### src/rtl/bcd_seq_conv.sv
`default_nettype none
// ============================================================================
// Module      : bcd_seq_conv
// Description : Iterative shift-add-3 (double-dabble) binary-to-BCD converter.
//               Converts an IN_WIDTH-bit binary value into DIGITS packed BCD
//               digits over IN_WIDTH clock cycles. The output register only
//               updates on completion, so downstream logic never sees a
//               partially converted value.
// Ports       : clk       - system clock
//               rst       - synchronous, active-high reset
//               bin_in    - binary value, sampled when in_valid && in_ready
//               in_valid  - conversion request
//               in_ready  - high while idle (request can be accepted)
//               busy      - high while a conversion is running
//               bcd_out   - packed BCD result, digit 0 in [3:0]
//               out_valid - one-cycle pulse when bcd_out has just updated
// Revision    : 1.0 - initial release
// ============================================================================
module bcd_seq_conv #(
    parameter int IN_WIDTH = 24,
    parameter int DIGITS   = 8
) (
    input  logic                  clk,
    input  logic                  rst,
    input  logic [IN_WIDTH-1:0]   bin_in,
    input  logic                  in_valid,
    output logic                  in_ready,
    output logic                  busy,
    output logic [4*DIGITS-1:0]   bcd_out,
    output logic                  out_valid
);

    localparam int c_bcd_w = 4 * DIGITS;
    localparam int c_scr_w = IN_WIDTH + c_bcd_w;
    localparam int c_cnt_w = $clog2(IN_WIDTH + 1);

    localparam logic [0:0] c_st_idle  = 1'b0;
    localparam logic [0:0] c_st_shift = 1'b1;

    localparam logic [c_cnt_w-1:0] c_cnt_init = c_cnt_w'(IN_WIDTH);
    localparam logic [c_cnt_w-1:0] c_cnt_one  = c_cnt_w'(1);

    logic [0:0]         r_state;
    logic [c_scr_w-1:0] r_scratch;
    logic [c_cnt_w-1:0] r_cnt;
    logic [c_bcd_w-1:0] r_bcd;
    logic               r_out_valid;

    logic [0:0]         w_state_nxt;
    logic [c_scr_w-1:0] w_scratch_nxt;
    logic [c_cnt_w-1:0] w_cnt_nxt;
    logic [c_bcd_w-1:0] w_bcd_nxt;
    logic               w_out_valid_nxt;

    logic [c_scr_w-1:0] w_adj;
    logic [c_scr_w-1:0] w_shifted;

    // The binary half of the scratch register passes through unchanged;
    // only the BCD nibbles above it receive the add-3 correction.
    assign w_adj[IN_WIDTH-1:0] = r_scratch[IN_WIDTH-1:0];

    // Each BCD nibble is corrected independently; a nibble >= 5 becomes
    // >= 8 so the following shift carries it into the next decimal digit.
    generate
        for (genvar d = 0; d < DIGITS; d++) begin : g_nibble
            logic [3:0] w_nib;
            assign w_nib = r_scratch[IN_WIDTH + 4*d +: 4];
            assign w_adj[IN_WIDTH + 4*d +: 4] = (w_nib >= 4'd5) ? (w_nib + 4'd3) : w_nib;
        end
    endgenerate

    // The top bit is discarded; with legal parameters it is always zero.
    assign w_shifted = {w_adj[c_scr_w-2:0], 1'b0};

    always_ff @(posedge clk) begin
        if (rst) begin
            r_state     <= c_st_idle;
            r_scratch   <= '0;
            r_cnt       <= '0;
            r_bcd       <= '0;
            r_out_valid <= 1'b0;
        end else begin
            r_state     <= w_state_nxt;
            r_scratch   <= w_scratch_nxt;
            r_cnt       <= w_cnt_nxt;
            r_bcd       <= w_bcd_nxt;
            r_out_valid <= w_out_valid_nxt;
        end
    end

    always_comb begin
        w_state_nxt     = r_state;
        w_scratch_nxt   = r_scratch;
        w_cnt_nxt       = r_cnt;
        w_bcd_nxt       = r_bcd;
        w_out_valid_nxt = 1'b0;
        case (r_state)
            c_st_idle: begin
                if (in_valid) begin
                    w_scratch_nxt = {{c_bcd_w{1'b0}}, bin_in};
                    w_cnt_nxt     = c_cnt_init;
                    w_state_nxt   = c_st_shift;
                end
            end
            c_st_shift: begin
                w_scratch_nxt = w_shifted;
                w_cnt_nxt     = r_cnt - c_cnt_one;
                // Last iteration: publish the BCD half of the shifted value.
                if (r_cnt == c_cnt_one) begin
                    w_bcd_nxt       = w_shifted[c_scr_w-1 -: c_bcd_w];
                    w_out_valid_nxt = 1'b1;
                    w_state_nxt     = c_st_idle;
                end
            end
            default: begin
                w_state_nxt = c_st_idle;
            end
        endcase
    end

    assign in_ready  = (r_state == c_st_idle);
    assign busy      = (r_state == c_st_shift);
    assign bcd_out   = r_bcd;
    assign out_valid = r_out_valid;

endmodule
`default_nettype wire

### config.mk
export PLATFORM = sky130hd
export DESIGN_NAME = bcd_seq_conv
export DESIGN_NICKNAME = d
export VERILOG_FILES = /design/src/rtl/bcd_seq_conv.sv
export SDC_FILE = /design/constraint.sdc
export NUM_CORES = 1
export LEC_CHECK = 0
export BUFFER_PORTS_ARGS = -buffer_cell sky130_fd_sc_hd__buf_2
export CAP_MARGIN = 40
export CORE_MARGIN = 3
export CORE_UTILIZATION = 61
export DETAILED_ROUTE_END_ITERATION = 8
export GPL_ROUTABILITY_DRIVEN = 1
export PLACE_DENSITY_LB_ADDON = 0.12
export SLEW_MARGIN = 20
export SYNTH_ARGS = -nofsm -noshare
export SYNTH_HDL_FRONTEND = slang
export SYNTH_SLANG_ARGS = --single-unit
### constraint.sdc
create_clock -name clk -period 4 [get_ports clk]
set_input_delay 0.4 -clock clk [delete_from_list [all_inputs] [get_ports clk]]
set_output_delay 0.4 -clock clk [all_outputs]
set_load 0.01 [all_outputs]
### Word level (Yosys, flattened, before mapping)

Cells that the tools add are included.

| storage, ports and cells | value |
|---|---|
| bits of input ports | 27 |
| flip-flop bits (word level) | 95 |
| logic and storage cells | 43 |

| operators by class | value |
|---|---|
| add/sub/neg operators | 9 |
| muxes and demuxes | 16 |
| bitwise operators | 1 |
| order comparisons | 8 |
| reductions and logical operators | 2 |
| equality and inequality tests | 2 |

Operators by type and width:

| operator | number |
|---|---|
| 56-bit one-hot mux with 2 select lines | 1 |
| 56-bit 2-to-1 mux | 1 |
| 4-bit by 3-bit greater-or-equal comparator with 1-bit output (second input constant) | 8 |
| 4-bit by 2-bit adder with 4-bit output (second input constant) | 7 |
| 4-bit 2-to-1 mux | 7 |
| 5-bit one-hot mux with 2 select lines | 1 |
| 5-bit by 1-bit == test with 1-bit output (second input constant) | 1 |
| 5-bit 2-to-1 mux | 1 |
| 5-bit by 1-bit subtractor with 5-bit output (second input constant) | 1 |
| 3-bit by 2-bit adder with 3-bit output (second input constant) | 1 |
| 1-bit 2-to-1 mux | 3 |
| 3-bit 2-to-1 mux | 1 |
| 2-bit inequality test (second input constant) | 1 |
| 1-bit one-hot mux with 2 select lines | 1 |
| 2-bit AND reduction | 1 |
| 2-bit OR reduction | 1 |
| 1-bit inverter | 1 |

### Logic depth before layout (Yosys ltp)

| logic depth | value |
|---|---|
| word-level depth | 3 |
| gate-level depth with buffers | 7 |
| mapped depth without buffers | 6 |

### Worst setup path after synthesis

No wires, ideal clock.

| timing path | value |
|---|---|
| path kind | reg2reg |
| start | register r_cnt[0] |
| end | register r_bcd[10] (netlist: bcd_out[10]) |
| clock period less this slack | 1.378 ns |
| data required time | 3.883 ns |
| path buffers | 1 |
| cell stages (with the launch flop) | 6 |
| setup slack | 2.622 ns |
| arrival time | 1.261 ns |
| path through | dfxtp_1 -> ha_1 -> nor4b_4 -> a21oi_2 -> buf_2 -> a22o_1 |

| on the way | value |
|---|---|
| cells in the longest elaborated chain, start to end | 2 |

Ends and longest elaborated chain:

| item | line | source |
|---|---|---|
| start: declaration | 45 | `logic [c_cnt_w-1:0] r_cnt;` |
| start signal: assignment | 85 | `r_cnt <= w_cnt_nxt;` |
| 5-bit by 1-bit == test with 1-bit output | 109 | `if (r_cnt == c_cnt_one) begin` |
| 2-bit AND reduction (no line) | - |  |
| end signal: assignment | 86 | `r_bcd <= w_bcd_nxt;` |
| end: declaration | 46 | `logic [c_bcd_w-1:0] r_bcd;` |

Every way passes these cells.
A chain may end at the register's enable or synchronous reset.

==> reports/qor.txt <==
top cell type's share of synthesized area - 0.457
antenna violations before repair - 0
dpl hpwl - 5.72 mm
slew at the pin with the worst max-slew slack - 788 ps
Synth Flop Type - dfxtp_1
library cells used by synthesis - 33
dpl ws - 1650 ps
syn_nets - 504
post-synthesis adder-cell area fraction - 0.0541
first-pass GRT wire length - 13.9 mm
vias in the first global route - 3219
buffer depth of the longest clock path - 2
CP arrival - 2200 ps
Die H - 88.6 µm
Cells after Synth - 459
final worst setup slack - 2050 ps
Max-cap violations - 0
Hold Path Class - input pin to register
via count - 3351
crit-path leading delay family - buffers and inverters
Pre-antenna DRT Iters - 4
via/cell ratio - 5.66
routability cong. - 0.744
drt first-iter violations - 143
hold bufs inserted after CTS - 0
syn_area_per_cell - 9.07 µm²
GRT Total Usage - 0.226
register area - 1900 µm²
DRT Wirelength - 8.35 mm
Comb power frac - 0.078
slowest cell on the critical path - buf_2
RSZ-0062 raised after global routing - false
leakage power - 1.97 nW
CTS tree - yes
post-synthesis sequential area ratio - 0.457
IO buf count - 61
die width - 88.6 µm
max incr delay on CP - 590 ps
Yosys top cell by area - dfxtp_1
post-route clock period utilization - 0.488
share of layout cells above drive strength 1 - 0.173
WP buf/inv - 2
layout net count - 555
Sequential Power Share - 0.579
count of flip-flops with a built-in enable after synthesis - 0
crit path max fanout - 41
synthesized cell area - 4170 µm²
Root Buffer Master - clkbuf_8
max_slew headroom - 0.473
clock sinks - 95
top-count cell post-synth - dfxtp_1
post-synthesis sequential element count - 95
Crit. End Element - register
Die Area - 7860 µm²
Slew Viols, Final - 0
multi-input logic area - 2060 µm²
CORE AREA - 6490 µm²
Fmax - 513 MHz
Initial Utilization - 0.641
status - completed
Syn. warnings - 0
row cnt - 29
worst clock skew - 14.8 ps
Synth area leaders - dfxtp_1 (46%), mux2i_1 (7.9%), a22o_1 (6.9%), a21oi_1 (6.8%), ha_1 (5.4%)
Ports - 62
Final Hold Vio Count - 0
Max H-tree Level - 3
Clock power frac - 0.343
wire per inst - 14.1 µm
Clk Latency, worst-skew pair - 360 ps
asr flop ratio synth - 0
final setup fails - 0
Sw Ratio - 0.256
P_int - 0.00126 W
Fin Setup TNS - 0 ps
Synth top cells by count - dfxtp_1 (95), a21oi_1 (57), nor2_1 (53)
Switch Pwr - 0.000434 W
critical path class - input pin to register
Synth Area in Simple Gates - 0.149
Setup Fix Bufs, Post-CTS - 0
maximum vdd drop - 0.000209 V
clock-pin slew on the worst setup and hold paths - 90 ps
CTS resizes - 0
Synth Area in Compound Gates - 0.195
XOR/XNOR Fraction of Synth Area - 0.0168
largest net degree at the start of global routing - 70
Worst EP required - 4250 ps
Final Critical Period - 1950 ps
largest family of logic cells by synthesized area - compound AO/OA/AOI/OAI gates
pwr/cell area - 365 nW/µm²
CTS buffer count - 9
DRC - 0
Worst setup SP type - input pin
CP Cell Sequence - buf_2 > nor2_4 > nand2_2 > clkinv_2 > a22o_1
Routed Antenna Nets - 0
post-synthesis mux area share - 0.0793
Layout area overhead - 11.6%
fill cell count - 531
GRT overflow - 0
# diodes - 0
-- per-layer routing --
metal / vias up / track usage / wire length [µm]
met2: 70 / 0.399 / 4220
met1: 1558 / 0.263 / 3660
met3: 14 / 0.0410 / 315
li1: 1709 / - / -
met4: 0 / 0.103 / 146
met5: - / 0 / 0
-- final timing paths --
kind | slack, ps | cells past startpoint | start | end
setup / recovery | 2050 | 5 | rst | bcd_out[21]
setup reg to reg | 2100 | 5 | busy | r_cnt[3]
hold reg to reg | 450 | 2 | bcd_out[7] | bcd_out[7]
hold / removal | 360 | 3 | bin_in[0] | r_scratch[0]
-- state kept, by name, summed over array words and instances (netlist names) --
| register | cells |
|---|---|
| r_cnt | 5 |
| r_scratch | 56 |
| busy | 1 |
| bcd_out | 32 |
| out_valid | 1 |
-- cells in the final DEF, fill, tap and decap left out, types with 2 or more instances in the layout --
master,synthesis,routed
a21oi_1,57,57
a22o_1,33,33
buf_2,15,61
buf_4,2,3
clkbuf_8,0,10
clkinv_2,1,2
clkinvlp_4,0,3
dfxtp_1,95,94
ha_1,18,18
inv_1,19,19
mux2i_1,33,33
nand2_1,25,25
nand2b_1,9,9
nand3_1,8,8
nor2_1,53,53
nor3_1,11,11
nor3b_1,15,15
o21ai_0,17,17
o21ai_1,21,21
xnor2_1,8,8
-- layout make-up --
| type | count | area share |
|---|---|---|
| clock buffers | 10 | 0.0296 |
| clock inverters | 6 | 0.00969 |
| inverters | 21 | 0.0172 |
| multi-input cells | 319 | 0.443 |
| flip-flops and latches | 95 | 0.409 |
| well taps | 77 | 0.0207 |
| repair buffers | 64 | 0.0705 |
-- per-stage QoR --
| step | power, W | hold WS (ps) | instances | util | area, µm² |
|---|---|---|---|---|---|
| after global placement | 0.00113 | 434 | 576 | 0.688 | 4470 |
| after global routing | 0.00177 | 383 | 592 | 0.716 | 4650 |
| final | 0.00170 | 358 | 592 | 0.716 | 4650 |
| after CTS | 0.00170 | 353 | 592 | 0.716 | 4650 |
| after floorplan | 0.00110 | 449 | 459 | - | 4170 |
| after detailed placement | 0.00114 | 439 | 576 | 0.688 | 4470 |
-- cells by family after synthesis --
logic type	after synthesis
DFF	95
and+or+nand+nor	127
adders and majority gates	18
buffers and inverters	45
AOI/OAI and AO/OA	133
muxes	33
xor gates and xnor gates	8
-- tightest hold or removal path, stage by stage --
cell     delay (ps)
buf_2            80
mux2i_1          60
nor3_1          120
-- power by group through the flow --
stage	Combinational, W	Sequential [W]	Clock [W]
CTS	0.000133	0.000981	0.000589
finish	0.000132	0.000981	0.000582
global route	0.000151	0.000984	0.000634
floorplan	0.000101	0.00100	0
detailed placement	0.000133	0.00100	0
global placement	0.000128	0.00100	0
No activity file was read; power rests on OpenSTA's default activity.
